[src/rtl/adder_arbiter_pkg.sv]
// Shared definitions for the adder_arbiter block: FSM state encoding,
// default sizing constants and the requester-ID width helper.
package adder_arbiter_pkg;

  typedef enum logic [1:0] {
    ST_IDLE = 2'd0,
    ST_CALC = 2'd1,
    ST_RESP = 2'd2
  } state_t;

  localparam int DEF_WIDTH = 32;
  localparam int DEF_NREQ  = 4;

  // Width of a requester index; never narrower than one bit.
  function automatic int id_width(input int n);
    return (n < 2) ? 1 : $clog2(n);
  endfunction

endpackage

[src/rtl/adder_arbiter_rr_pick.sv]
// Round-robin winner selection: scans the request vector starting at the
// pointer position, wrapping from NREQ-1 back to 0.
module rr_pick
  import adder_arbiter_pkg::*;
#(
  parameter int NREQ = DEF_NREQ,
  parameter int IDW  = id_width(DEF_NREQ)
) (
  input  logic [NREQ-1:0] i_req,
  input  logic [IDW-1:0]  i_ptr,
  output logic [NREQ-1:0] o_grant,
  output logic [IDW-1:0]  o_idx,
  output logic            o_any
);

  logic [IDW-1:0] w_j;

  // First requester at or after the pointer wins.
  always_comb begin
    o_grant = '0;
    o_idx   = '0;
    o_any   = 1'b0;
    w_j     = '0;
    for (int k = 0; k < NREQ; k++) begin
      w_j = IDW'((int'(i_ptr) + k) % NREQ);
      if (!o_any && i_req[w_j]) begin
        o_any        = 1'b1;
        o_idx        = w_j;
        o_grant[w_j] = 1'b1;
      end
    end
  end

endmodule

[src/rtl/adder_arbiter.sv]
// Shared adder with round-robin arbitration among NREQ requesters.
// IDLE accepts one request, CALC registers the sum, RESP holds the result
// until the consumer takes it.
// Optional: define ADDER_ARBITER_OVF_EN to add the rsp_ovf signed-overflow output.
module adder_arbiter
  import adder_arbiter_pkg::*;
#(
  parameter int WIDTH = DEF_WIDTH,
  parameter int NREQ  = DEF_NREQ
) (
  input  logic                          clk,
  input  logic                          reset,
  input  logic [NREQ-1:0]               req_valid,
  input  logic [NREQ*WIDTH-1:0]         req_a,
  input  logic [NREQ*WIDTH-1:0]         req_b,
  output logic [NREQ-1:0]               req_ready,
  output logic                          rsp_valid,
  output logic [id_width(NREQ)-1:0]     rsp_id,
  output logic [WIDTH-1:0]              rsp_sum,
  output logic                          rsp_carry,
`ifdef ADDER_ARBITER_OVF_EN
  output logic                          rsp_ovf,
`endif
  input  logic                          rsp_ready
);

  localparam int IDW = id_width(NREQ);

  state_t           r_state, w_next;
  logic [IDW-1:0]   r_ptr;
  logic [IDW-1:0]   r_id;
  logic [WIDTH-1:0] r_a, r_b;
  logic [IDW-1:0]   r_rsp_id;
  logic [WIDTH-1:0] r_rsp_sum;
  logic             r_rsp_carry;

  logic [NREQ-1:0]  w_grant;
  logic [IDW-1:0]   w_idx;
  logic             w_any;
  logic             w_accept;
  logic [WIDTH:0]   w_sum;
  logic [WIDTH-1:0] w_a_arr [NREQ];
  logic [WIDTH-1:0] w_b_arr [NREQ];

  for (genvar gi = 0; gi < NREQ; gi++) begin : g_slice
    assign w_a_arr[gi] = req_a[gi*WIDTH +: WIDTH];
    assign w_b_arr[gi] = req_b[gi*WIDTH +: WIDTH];
  end

  rr_pick #(.NREQ(NREQ), .IDW(IDW)) u_rr_pick (
    .i_req   (req_valid),
    .i_ptr   (r_ptr),
    .o_grant (w_grant),
    .o_idx   (w_idx),
    .o_any   (w_any)
  );

  assign w_sum     = {1'b0, r_a} + {1'b0, r_b};
  assign w_accept  = (r_state == ST_IDLE) && w_any && !reset;
  assign rsp_valid = (r_state == ST_RESP);
  assign rsp_id    = r_rsp_id;
  assign rsp_sum   = r_rsp_sum;
  assign rsp_carry = r_rsp_carry;

  // Next-state decode; req_ready only ever opens in IDLE outside reset.
  always_comb begin
    w_next    = r_state;
    req_ready = '0;
    case (r_state)
      ST_IDLE: begin
        if (w_accept) begin
          req_ready = w_grant;
          w_next    = ST_CALC;
        end
      end
      ST_CALC: w_next = ST_RESP;
      ST_RESP: if (rsp_ready) w_next = ST_IDLE;
      default: w_next = ST_IDLE;
    endcase
  end

  // State, pointer, operand capture and response registers.
  always_ff @(posedge clk) begin
    if (reset) begin
      r_state     <= ST_IDLE;
      r_ptr       <= '0;
      r_id        <= '0;
      r_a         <= '0;
      r_b         <= '0;
      r_rsp_id    <= '0;
      r_rsp_sum   <= '0;
      r_rsp_carry <= 1'b0;
    end else begin
      r_state <= w_next;
      if (w_accept) begin
        r_a   <= w_a_arr[w_idx];
        r_b   <= w_b_arr[w_idx];
        r_id  <= w_idx;
        r_ptr <= (w_idx == IDW'(NREQ-1)) ? '0 : w_idx + 1'b1;
      end
      if (r_state == ST_CALC) begin
        r_rsp_sum   <= w_sum[WIDTH-1:0];
        r_rsp_carry <= w_sum[WIDTH];
        r_rsp_id    <= r_id;
      end
    end
  end

`ifdef ADDER_ARBITER_OVF_EN
  logic r_rsp_ovf;
  assign rsp_ovf = r_rsp_ovf;

  // Signed overflow: operands agree in sign, sum sign differs.
  always_ff @(posedge clk) begin
    if (reset) begin
      r_rsp_ovf <= 1'b0;
    end else if (r_state == ST_CALC) begin
      r_rsp_ovf <= (r_a[WIDTH-1] == r_b[WIDTH-1]) && (w_sum[WIDTH-1] != r_a[WIDTH-1]);
    end
  end
`endif

endmodule
[config.mk]
export PLATFORM = sky130hd
export DESIGN_NAME = adder_arbiter
export DESIGN_NICKNAME = d
export VERILOG_FILES = /design/src/rtl/adder_arbiter_pkg.sv /design/src/rtl/adder_arbiter_rr_pick.sv /design/src/rtl/adder_arbiter.sv
export SDC_FILE = /design/constraint.sdc
export NUM_CORES = 1
export LEC_CHECK = 0
export CELL_PAD_IN_SITES_DETAIL_PLACEMENT = 1
export CELL_PAD_IN_SITES_GLOBAL_PLACEMENT = 1
export CORE_MARGIN = 2
export CORE_UTILIZATION = 35
export CTS_CLUSTER_DIAMETER = 100
export DETAILED_ROUTE_END_ITERATION = 8
export GPL_ROUTABILITY_DRIVEN = 0
export GPL_TIMING_DRIVEN = 0
export MAX_ROUTING_LAYER = met4
export PLACE_DENSITY = 0.85
export SLEW_MARGIN = 0
export SYNTH_ARGS = -nofsm -noshare
export SYNTH_HDL_FRONTEND = slang
export SYNTH_SLANG_ARGS = --single-unit
[constraint.sdc]
create_clock -name clk -period 9 [get_ports clk]
set_clock_uncertainty 0.2 [all_clocks]
set_input_delay 1.35 -clock clk [delete_from_list [all_inputs] [get_ports clk]]
set_output_delay 1.35 -clock clk [all_outputs]
set_load 0.005 [all_outputs]
# Word-level counts from Yosys, hierarchy flattened
# Cells that the tools add are included.
# word_totals
ff_bits	105
inputBits	263
out_inout_bits	40
word_cells	86
# classes
n_addsub	5
magnitude_cmp	9
eq_ne	5
mux	40
bitwise_logic	4
n_reduce_logical	15
# ops
cell	n
32-bit binary-select mux with 2-bit select	2
32-bit 2-to-1 mux	4
32-bit by 32-bit adder with 33-bit output	1
4-bit 2-to-1 mux	6
2-bit 2-to-1 mux	7
2-bit by 3-bit less-than comparator with 1-bit output (second input constant)	4
1-bit 2-to-1 mux	12
4-bit bitwise OR	3
1-bit logical AND	9
1-bit binary-select mux with 2-bit select	4
1-bit demux with 2-bit select	4
2-bit by 1-bit greater-or-equal comparator with 1-bit output (second input constant)	4
2-bit case mux with 3 select lines	1
2-bit by 1-bit adder with 2-bit output (second input constant)	2
2-bit adder (second input constant)	2
2-bit == test (second input constant)	2
1-bit zero test	4
3-bit greater-or-equal comparator (second input constant)	1
2-bit inverter with 3-bit output	1
2-bit by 1-bit == test with 1-bit output (second input constant)	1
2-bit zero test	1
2-bit by 1-bit != test with 1-bit output (second input constant)	1
2-bit != test (second input constant)	1
2-bit AND reduction	1

# Longest topological paths before layout
# Gate-level depths: netlist of run 1.
# depth
ltp_word	16
mapped_depth	12
mapped_depth_nobuf	9

# Modules after synthesis
# From an unflattened synthesis of run 1, not the netlist that was laid out.
# hier_totals
hier_cells	820
area_unflattened_um2	7410.9
# modules_own_cells
module	instances	cells_each	area_per_inst_um2	seq_area_each_um2
adder_arbiter	1	775	6989.2	2102.0
rr_pick	1	45	421.7	0.0

# Worst setup path after synthesis of run 1
# Ideal clock, no wire load.
# synth_timing
path_kind	input to output
start	input req_valid[1]
end	output req_ready[0]
t_arrival_ns	2.563
required_time_ns	7.450
path_slack_ns	4.887
stages	7
path_buffers	1
path_cell_list	buf_2 -> mux4_2 -> nor2b_4 -> a22oi_1 -> nor2_1 -> a221oi_1 -> nor2_1
# synth_via
elab_chain_len	16
word_cells_on_any_way	29
classes_between	mux: 18; bitwise: 3; reduce/logical: 8
# synth_lines
item	line_no	rtl
start, declared	adder_arbiter.sv:13	input logic [NREQ-1:0] req_valid,
1-bit binary-select mux with 2-bit select	adder_arbiter_rr_pick.sv:26	if (!o_any && i_req[w_j]) begin
1-bit 2-to-1 mux (not written as such)	adder_arbiter_rr_pick.sv:26	
1-bit 2-to-1 mux	adder_arbiter_rr_pick.sv:26	
1-bit zero test	adder_arbiter_rr_pick.sv:26	
1-bit logical AND	adder_arbiter_rr_pick.sv:26	
1-bit 2-to-1 mux	adder_arbiter_rr_pick.sv:26	
1-bit zero test	adder_arbiter_rr_pick.sv:26	
1-bit logical AND	adder_arbiter_rr_pick.sv:26	
1-bit 2-to-1 mux	adder_arbiter_rr_pick.sv:26	
1-bit zero test	adder_arbiter_rr_pick.sv:26	
1-bit logical AND	adder_arbiter_rr_pick.sv:26	
1-bit 2-to-1 mux	adder_arbiter_rr_pick.sv:26	
1-bit logical AND (2 in a row)	adder_arbiter.sv:59	assign w_accept = (r_state == ST_IDLE) && w_any && !reset;
4-bit 2-to-1 mux *	adder_arbiter.sv:71	if (w_accept) begin
4-bit 2-to-1 mux *	adder_arbiter.sv:69	case (r_state)
end, declared	adder_arbiter.sv:16	output logic [NREQ-1:0] req_ready,
# Mark *: on every way between the ends. The rest lies on a longest branch, timed or not. The select of a mux whose other input is x is not followed.

# Worst setup path after layout of run 1
# layout_timing
start	register r_ptr[0]
end	output req_ready[1]
# layout_via
elab_chain_len	16
word_cells_on_any_way	52
classes_between	add/sub: 3; order compare: 8; mux: 26; bitwise: 3; reduce/logical: 12
# layout_lines
item	line_no	rtl
start, declared	adder_arbiter.sv:30	logic [IDW-1:0] r_ptr;
start signal, assigned	adder_arbiter.sv:99	r_ptr <= (w_idx == IDW'(NREQ-1)) ? '0 : w_idx + 1'b1;
branches (longest 14 deep; another with 2-bit by 3-bit less-than comparator with 1-bit output)	-	
4-bit 2-to-1 mux *	adder_arbiter.sv:71	
4-bit 2-to-1 mux *	adder_arbiter.sv:69	
# Mark *: on every way between the ends. The select of a mux whose other input is x is not followed.

==> results of run 1 <==
==> cell type report <==
type                       count  share of cell area
tap                          275             0.03057
clock buffer                  10             0.02034
clock inverter                 6            0.005891
inverter                      10            0.003334
timing repair buffer         298              0.2648
multi-input combinational    679              0.4603
buffer                        65             0.02745
sequential                   105              0.1867
antenna                        3           0.0006669
==> flip-flops by register name, summed over array words and instances, names as in the netlist <==
name	count
r_b	32
r_state	2
rsp_id	2
r_id	2
r_a	32
r_ptr	2
rsp_carry	1
rsp_sum	32
==> critical path: stages, from the launching register on <==
cell and delay (ns):
dfxtp_1 0.50, buf_2 0.29, inv_2 0.11, ha_1 0.39
clkbuf_1 0.34, and3b_1 0.21, a21oi_1 0.04, nor3_1 0.13
a31oi_1 0.06, o22ai_1 0.33, a221oi_1 0.15, nor2_1 0.10
clkdlybuf4s50_1 0.50
==> routing by layer <==
| metal | vias up | part of all wire | GRT usage |
|---|---|---|---|
| met5 | - | 0 | - |
| met4 | 0 | 0.023 | 0.07963 |
| met3 | 39 | 0.059 | 0.05958 |
| met2 | 252 | 0.50 | 0.4663 |
| met1 | 3893 | 0.42 | 0.3139 |
| li1 | 3851 | - | - |
==> power by group through the flow <==
stage | Clock (mW) | Sequential (mW) | Combinational [mW]
after floorplan | 0 | 0.622 | 0.744
after detailed placement | 0 | 0.658 | 1.13
after global routing | 0.432 | 0.663 | 1.24
after global placement | 0 | 0.655 | 1.10
after CTS | 0.413 | 0.649 | 1.14
final | 0.408 | 0.651 | 1.13
==> cells in the mapped netlist (all sizes together) (3+ instances only) <==
library cell | number | area (sq um)
a211o | 5 | 43.79
o21a | 4 | 30.03
dfxtp | 105 | 2102
ha | 40 | 500.5
or3 | 6 | 37.54
o31ai | 4 | 30.03
inv | 9 | 33.78
nand3b | 4 | 30.03
clkbuf | 43 | 161.4
a221o | 68 | 680.7
nand2 | 64 | 240.2
nand2b | 6 | 37.54
nand4 | 8 | 50.05
a21oi | 56 | 280.3
a22oi | 4 | 30.03
buf | 22 | 147.6
a31oi | 4 | 25.02
a211oi | 13 | 97.59
xor2 | 4 | 35.03
nand3 | 17 | 85.08
a221oi | 4 | 35.03
o21ai | 30 | 150.1
nor2b | 6 | 45.04
a2111oi | 5 | 43.79
a21o | 17 | 127.6
o311ai | 3 | 26.28
and3 | 3 | 18.77
nor2 | 109 | 409.1
nor4 | 3 | 18.77
o21bai | 10 | 75.07
nor3 | 14 | 70.07
xnor2 | 10 | 87.58
mux2i | 66 | 660.6
mux2 | 66 | 912.1
mux4 | 3 | 67.56
==> how the worst max path moves through the flow <==
| stage | cells past startpoint | startpoint | end |
|---|---|---|---|
| floorplan | 7 | req_valid[1] | req_ready[0] |
| global placement | 5 | reset | r_a[30] |
| detailed placement | 12 | r_ptr[0] | req_ready[2] |
| CTS | 12 | r_ptr[0] | req_ready[2] |
| global route | 12 | r_ptr[0] | req_ready[0] |
| finish | 12 | r_ptr[0] | req_ready[1] |
==> per-stage QoR <==
| stage | util | std cells |
|---|---|---|
| floorplan | - | 859 |
| CTS | 0.5301 | 1448 |
| global route | 0.5302 | 1449 |
| finish | 0.5305 | 1451 |
| detailed placement | 0.5162 | 1432 |
| global placement | 0.5156 | 1431 |
==> cell families (layout without fill, tap and decap cells) <==
logic type,after synthesis,in the layout,share of synthesized area
AO/OA/AOI/OAI,239,239,0.2327
XOR/XNOR,14,14,0.01608
adder cells (fa/ha/maj),41,41,0.06828
buffers and inverters,75,389,0.04546
flip-flops,105,105,0.2757
multiplexers,135,135,0.2152
other,0,3,0
AND/OR/NAND/NOR,250,250,0.1466
==> impl_results.md, run 1 <==
- Outcome: completed
- Clk_lat worst skew: 0.36 ns
- Sequential area share after synthesis: 0.2757
- DRT iter0 DRCs: 390
- DIE WIDTH: 151.6 um
- Crit. End Element: output pin
- Port Buffers: 297
- P_int: 1.341 mW
- Post-synthesis cell count: 859
- Crit path required time: 7.45 ns
- Hold Startpoint: rsp_sum[21]
- PD cells: 194.9 nW/um^2
- Maximum clock frequency: 197.6 MHz
- Dpl ws: 4.261 ns
- First-pass GRT wire length: 46070 um
- Slew Limit Fails: 0
- Fillers: 2460
- Worst hold path depth: 2
- Sequential share of power: 0.297
- Synth unique cells: 60
- Final WS setup: 3.940 ns
- Start of the worst register-to-register path: r_ptr[0]
- Number of antenna violations at the first check in global routing: 1
- Clock period minus worst slack: 5.060 ns
- R2r worst-path depth: 12
- Fin crit share: 0.5622
- Clock tree from TritonCTS: done
- Hold Violations, Final: 0
- Worst vdd ir: 0.1055 mV
- Reg clk slew, reported paths: 0.07 ns
- Pwr Total: 2.194 mW
- Placed inst area: 10950 sq um
- Mean Syn Cell Area: 8.875 sq um
- Syn nets: 1163
- Combinational power share: 0.517
- Routed len/inst: 21.02 um
- RSZ-0062 raised after global routing: false
- Slew margin rel.: 0.2863
- Vias/cell: 5.538
- CTS Root Cell: clkbuf_16
- CTS hold repair buffers: 0
- Post-route cell area: 11260 sq um
- Largest net degree at the start of global routing: 18
- Leak: 4.514 nW
- Most frequent cells in the layout: clkdlybuf4s50_1, nor2_1, dfxtp_1
- Clock buffer depth: 2
- NetSw: 0.8532 mW
- Max FO, Critical Path: 10
- Max-cap viol count: 0
- DP HPWL: 25080 um
- Full die area: 22980 sq um
- Core footprint: 21220 sq um
- Worst-Margin Slew: 1.067 ns
- Die height: 151.6 um
- Mapped Area: 7624 sq um
- DRC violations left: 0
- GRT Total Usage: 0.2695
- Prevailing post-synth register cell: dfxtp_1
- Switching Share: 0.3889
- Crit path arrival time: 3.51 ns
- Layout area overhead: 47.66%
- Resize count post-CTS: 0
- Clock sink count: 105
- Worst R2R Setup Slack: 4.81 ns
- Routed WL: 30510 um
- Postcts setup bufs: 0
- CP Launch Type: flop
- Crit path kind: flop to output pin
- Area of the multi-input gates: 5181 sq um
- Layout cell share with drive strength beyond 1: 0.08525
- Setup TNS: 0 ns
- WHS: 0.2501 ns
- Min-delay worst type: flop to flop
- Ys async rst share: 0
- Register bit total from synthesis: 105
- Antenna-violating nets left: 0
- Nets: 1472
- Syn. warnings: 0
- Starting Density: 0.3593
- Num ports: 303
- Clock power frac: 0.186
- Drt pass-1 iters: 5
- Register Area: 2102 sq um
- Htree depth: 3
- Vias in the first global route: 8444
- Post-synth EDFFs: 0
- Final count of negative-setup-slack endpoints: 0
- Vias: 8035
- Commonest non-fill, non-tap cell in the layout: clkdlybuf4s50_1
- Number of core rows: 53
- Remaining Overflow, GRT: 0
- Inserted Clock Buffers: 9
- FF-to-FF End: r_a[25]
- Hold Path End: rsp_sum[21]
No activity file was read; power rests on OpenSTA's default activity.
==> inputs of run 2 (changes only) <==
CORE_UTILIZATION = 32   (was 35)
PLACE_DENSITY = 0.78   (was 0.85)
clock period = 5.1 ns   (was 9 ns; I/O delays follow)
==> run 2 against run 1 <==
  * Clock-buffer cell count unchanged
  * Non-clock buffer count stayed put
  * Hold slack lost 0.0019 ns
  * Register-to-register slack worse by 4.0 ns
  * Die area is 9.1% higher
  * Wire length decreased by 0.68%
  * First-iteration DRC count grew 17%
  * Critical path type unchanged
  * Largest cell class unchanged
==> impl_results.md, run 2 (same netlist as run 1, synthesis figures left out) <==
- P_int: 2.479 mW (+85%)
- Vias: 7972 (-0.78%)
- DRC violations left: 0 (unchanged)
- CTS hold repair buffers: 0 (unchanged)
- Full die area: 25070 sq um (+9.1%)
- Commonest non-fill, non-tap cell in the layout: clkdlybuf4s50_1
- Placed Cells: 1476 (+3.1%)
- Htree depth: 3 (unchanged)
- Most frequent cells in the layout: clkdlybuf4s50_1, nor2_1, dfxtp_1
- Final WS setup: 0.5321 ns (-3.408 ns)
- Postcts setup bufs: 0 (unchanged)
- Setup TNS: 0 ns (unchanged)
- Final non-filler cell total: 1495 (+3.0%)
- Crit path required time: 4.14 ns (-3.31 ns)
- Nets: 1472 (unchanged)
- Post-Route Utilization: 0.4858 (-0.04471)
- Clock period minus worst slack: 4.568 ns
- Clock power frac: 0.210 (+0.024)
- CTS Root Cell: clkbuf_16
- Fin crit share: 0.8957
- Drt pass-1 iters: 5 (unchanged)
- Register Area: 2102 sq um (unchanged)
- Final count of negative-setup-slack endpoints: 0 (unchanged)
- Met2 Track Usage GR: 0.4271 (-0.03917)
- Met1 GRT Util: 0.2952 (-0.01874)
- Clock buffer depth: 2 (unchanged)
- Slew Limit Fails: 0 (unchanged)
- Inserted Clock Buffers: 9 (unchanged)
- Global routing's busiest layer: met2
- Vias/cell: 5.332 (-3.7%)
- Antenna-violating nets left: 0 (unchanged)
- WHS: 0.2482 ns (-0.001888 ns)
- Hold Violations, Final: 0 (unchanged)
- Fillers: 2774 (+13%)
- Crit path arrival time: 3.60 ns (+0.09 ns)
- Core footprint: 23400 sq um (+10%)
- Combinational power share: 0.502 (-0.015)
- Clk_lat worst skew: 0.36 ns (about the same)
- Dpl ws: 0.8226 ns (-3.438 ns)
- PD cells: 350.3 nW/um^2 (+80%)
- Slew margin rel.: 0.3201 (+0.03374)
- Routed WL: 30300 um (-0.68%)
- Min-delay worst type: flop to flop
- Routed len/inst: 20.27 um (-3.6%)
- First-pass GRT wire length: 45860 um (-0.46%)
- Layout area overhead: 49.12%
- Max FO, Critical Path: 10 (unchanged)
- Starting Density: 0.3258 (-0.03350)
- Clock tree from TritonCTS: done
- Switching Share: 0.3775 (-0.01131)
- GRT Total Usage: 0.2462 (-0.02328)
- Port Buffers: 297 (unchanged)
- Post-route cell area: 11370 sq um (+0.99%)
- Maximum clock frequency: 218.9 MHz
- Pwr Total: 3.983 mW (+82%)
- Crit path kind: flop to output pin
- Vias in the first global route: 8313 (-1.6%)
- Remaining Overflow, GRT: 0 (unchanged)
- Worst-Margin Slew: 1.016 ns (-0.05042 ns)
- DP HPWL: 25190 um (+0.44%)
- NetSw: 1.504 mW (+76%)
- Die height: 158.4 um (+4.5%)
- Largest net degree at the start of global routing: 18 (unchanged)
- Worst vdd ir: 0.1712 mV (+62%)
- Outcome: completed
- Max-cap viol count: 0 (unchanged)
- Leak: 4.540 nW (+0.58%)
- Sequential share of power: 0.288 (-0.009)
- Layout cell share with drive strength beyond 1: 0.08610 (+0.0008525)
- Number of core rows: 56 (+5.7%)
- DIE WIDTH: 158.4 um (+4.5%)
- Placed inst area: 11010 sq um (+0.50%)
- Number of antenna violations at the first check in global routing: 3 (+2)
- RSZ-0062 raised after global routing: false
- Reg clk slew, reported paths: 0.08 ns (about the same)
- DRT iter0 DRCs: 456 (+17%)
- CP Launch Type: flop
- Crit. End Element: output pin
- Num ports: 303 (unchanged)
- Clock sink count: 105 (unchanged)
- Grt met3 use: 0.04627 (-0.01331)
- Area of the multi-input gates: 5181 sq um (unchanged)
- Resize count post-CTS: 0 (unchanged)
[run 2: power by group through the flow]
stage               registers (mW)  logic, mW  clock network [mW]
global route                  1.17       2.18               0.879
detailed placement            1.16       1.99                   0
CTS                           1.14       2.01               0.846
global placement              1.16       1.95                   0
floorplan                     1.10       1.31                   0
finish                        1.15       2.00               0.838
[run 2: routing by layer]
| layer | vias to the layer above | routed length (um) |
|---|---|---|
| met5 | - | 0 |
| met4 | 0 | 454 |
| met3 | 27 | 1803 |
| met1 | 3826 | 12940 |
| li1 | 3872 | - |
| met2 | 247 | 15100 |
[run 2: area by class of cell]
| class | count | share of cell area |
|---|---|---|
| inverters | 10 | 0.003302 |
| clock buffers | 10 | 0.02102 |
| plain buffers | 65 | 0.02718 |
| diodes | 3 | 0.0006604 |
| multi-input cells | 679 | 0.4558 |
| repair buffers | 298 | 0.2622 |
| flip-flops and latches | 105 | 0.1849 |
| well taps | 319 | 0.03511 |
| clock inverters | 6 | 0.009905 |
[run 2: path summary, 6_finish.rpt]
| path | slack (ns) | cells after the start | startpoint | end |
|---|---|---|---|---|
| worst max-delay path | 0.53 | 12 | r_ptr[0] | req_ready[1] |
| worst min-delay path | 0.25 | 2 | r_id[0] | rsp_id[0] |
| worst max register to register | 0.82 | 12 | r_ptr[0] | r_a[27] |
| worst min register to register | 0.25 | 2 | r_id[0] | rsp_id[0] |
[run 2: worst max-delay path, cell delays in order, from the launching register on]
cell,delay (ns)
dfxtp_1,0.52
buf_2,0.30
inv_2,0.12
ha_1,0.41
clkbuf_1,0.34
and3b_1,0.21
a21oi_1,0.04
nor3_1,0.14
a31oi_1,0.06
o22ai_1,0.35
a221oi_1,0.16
nor2_1,0.12
clkdlybuf4s50_1,0.51
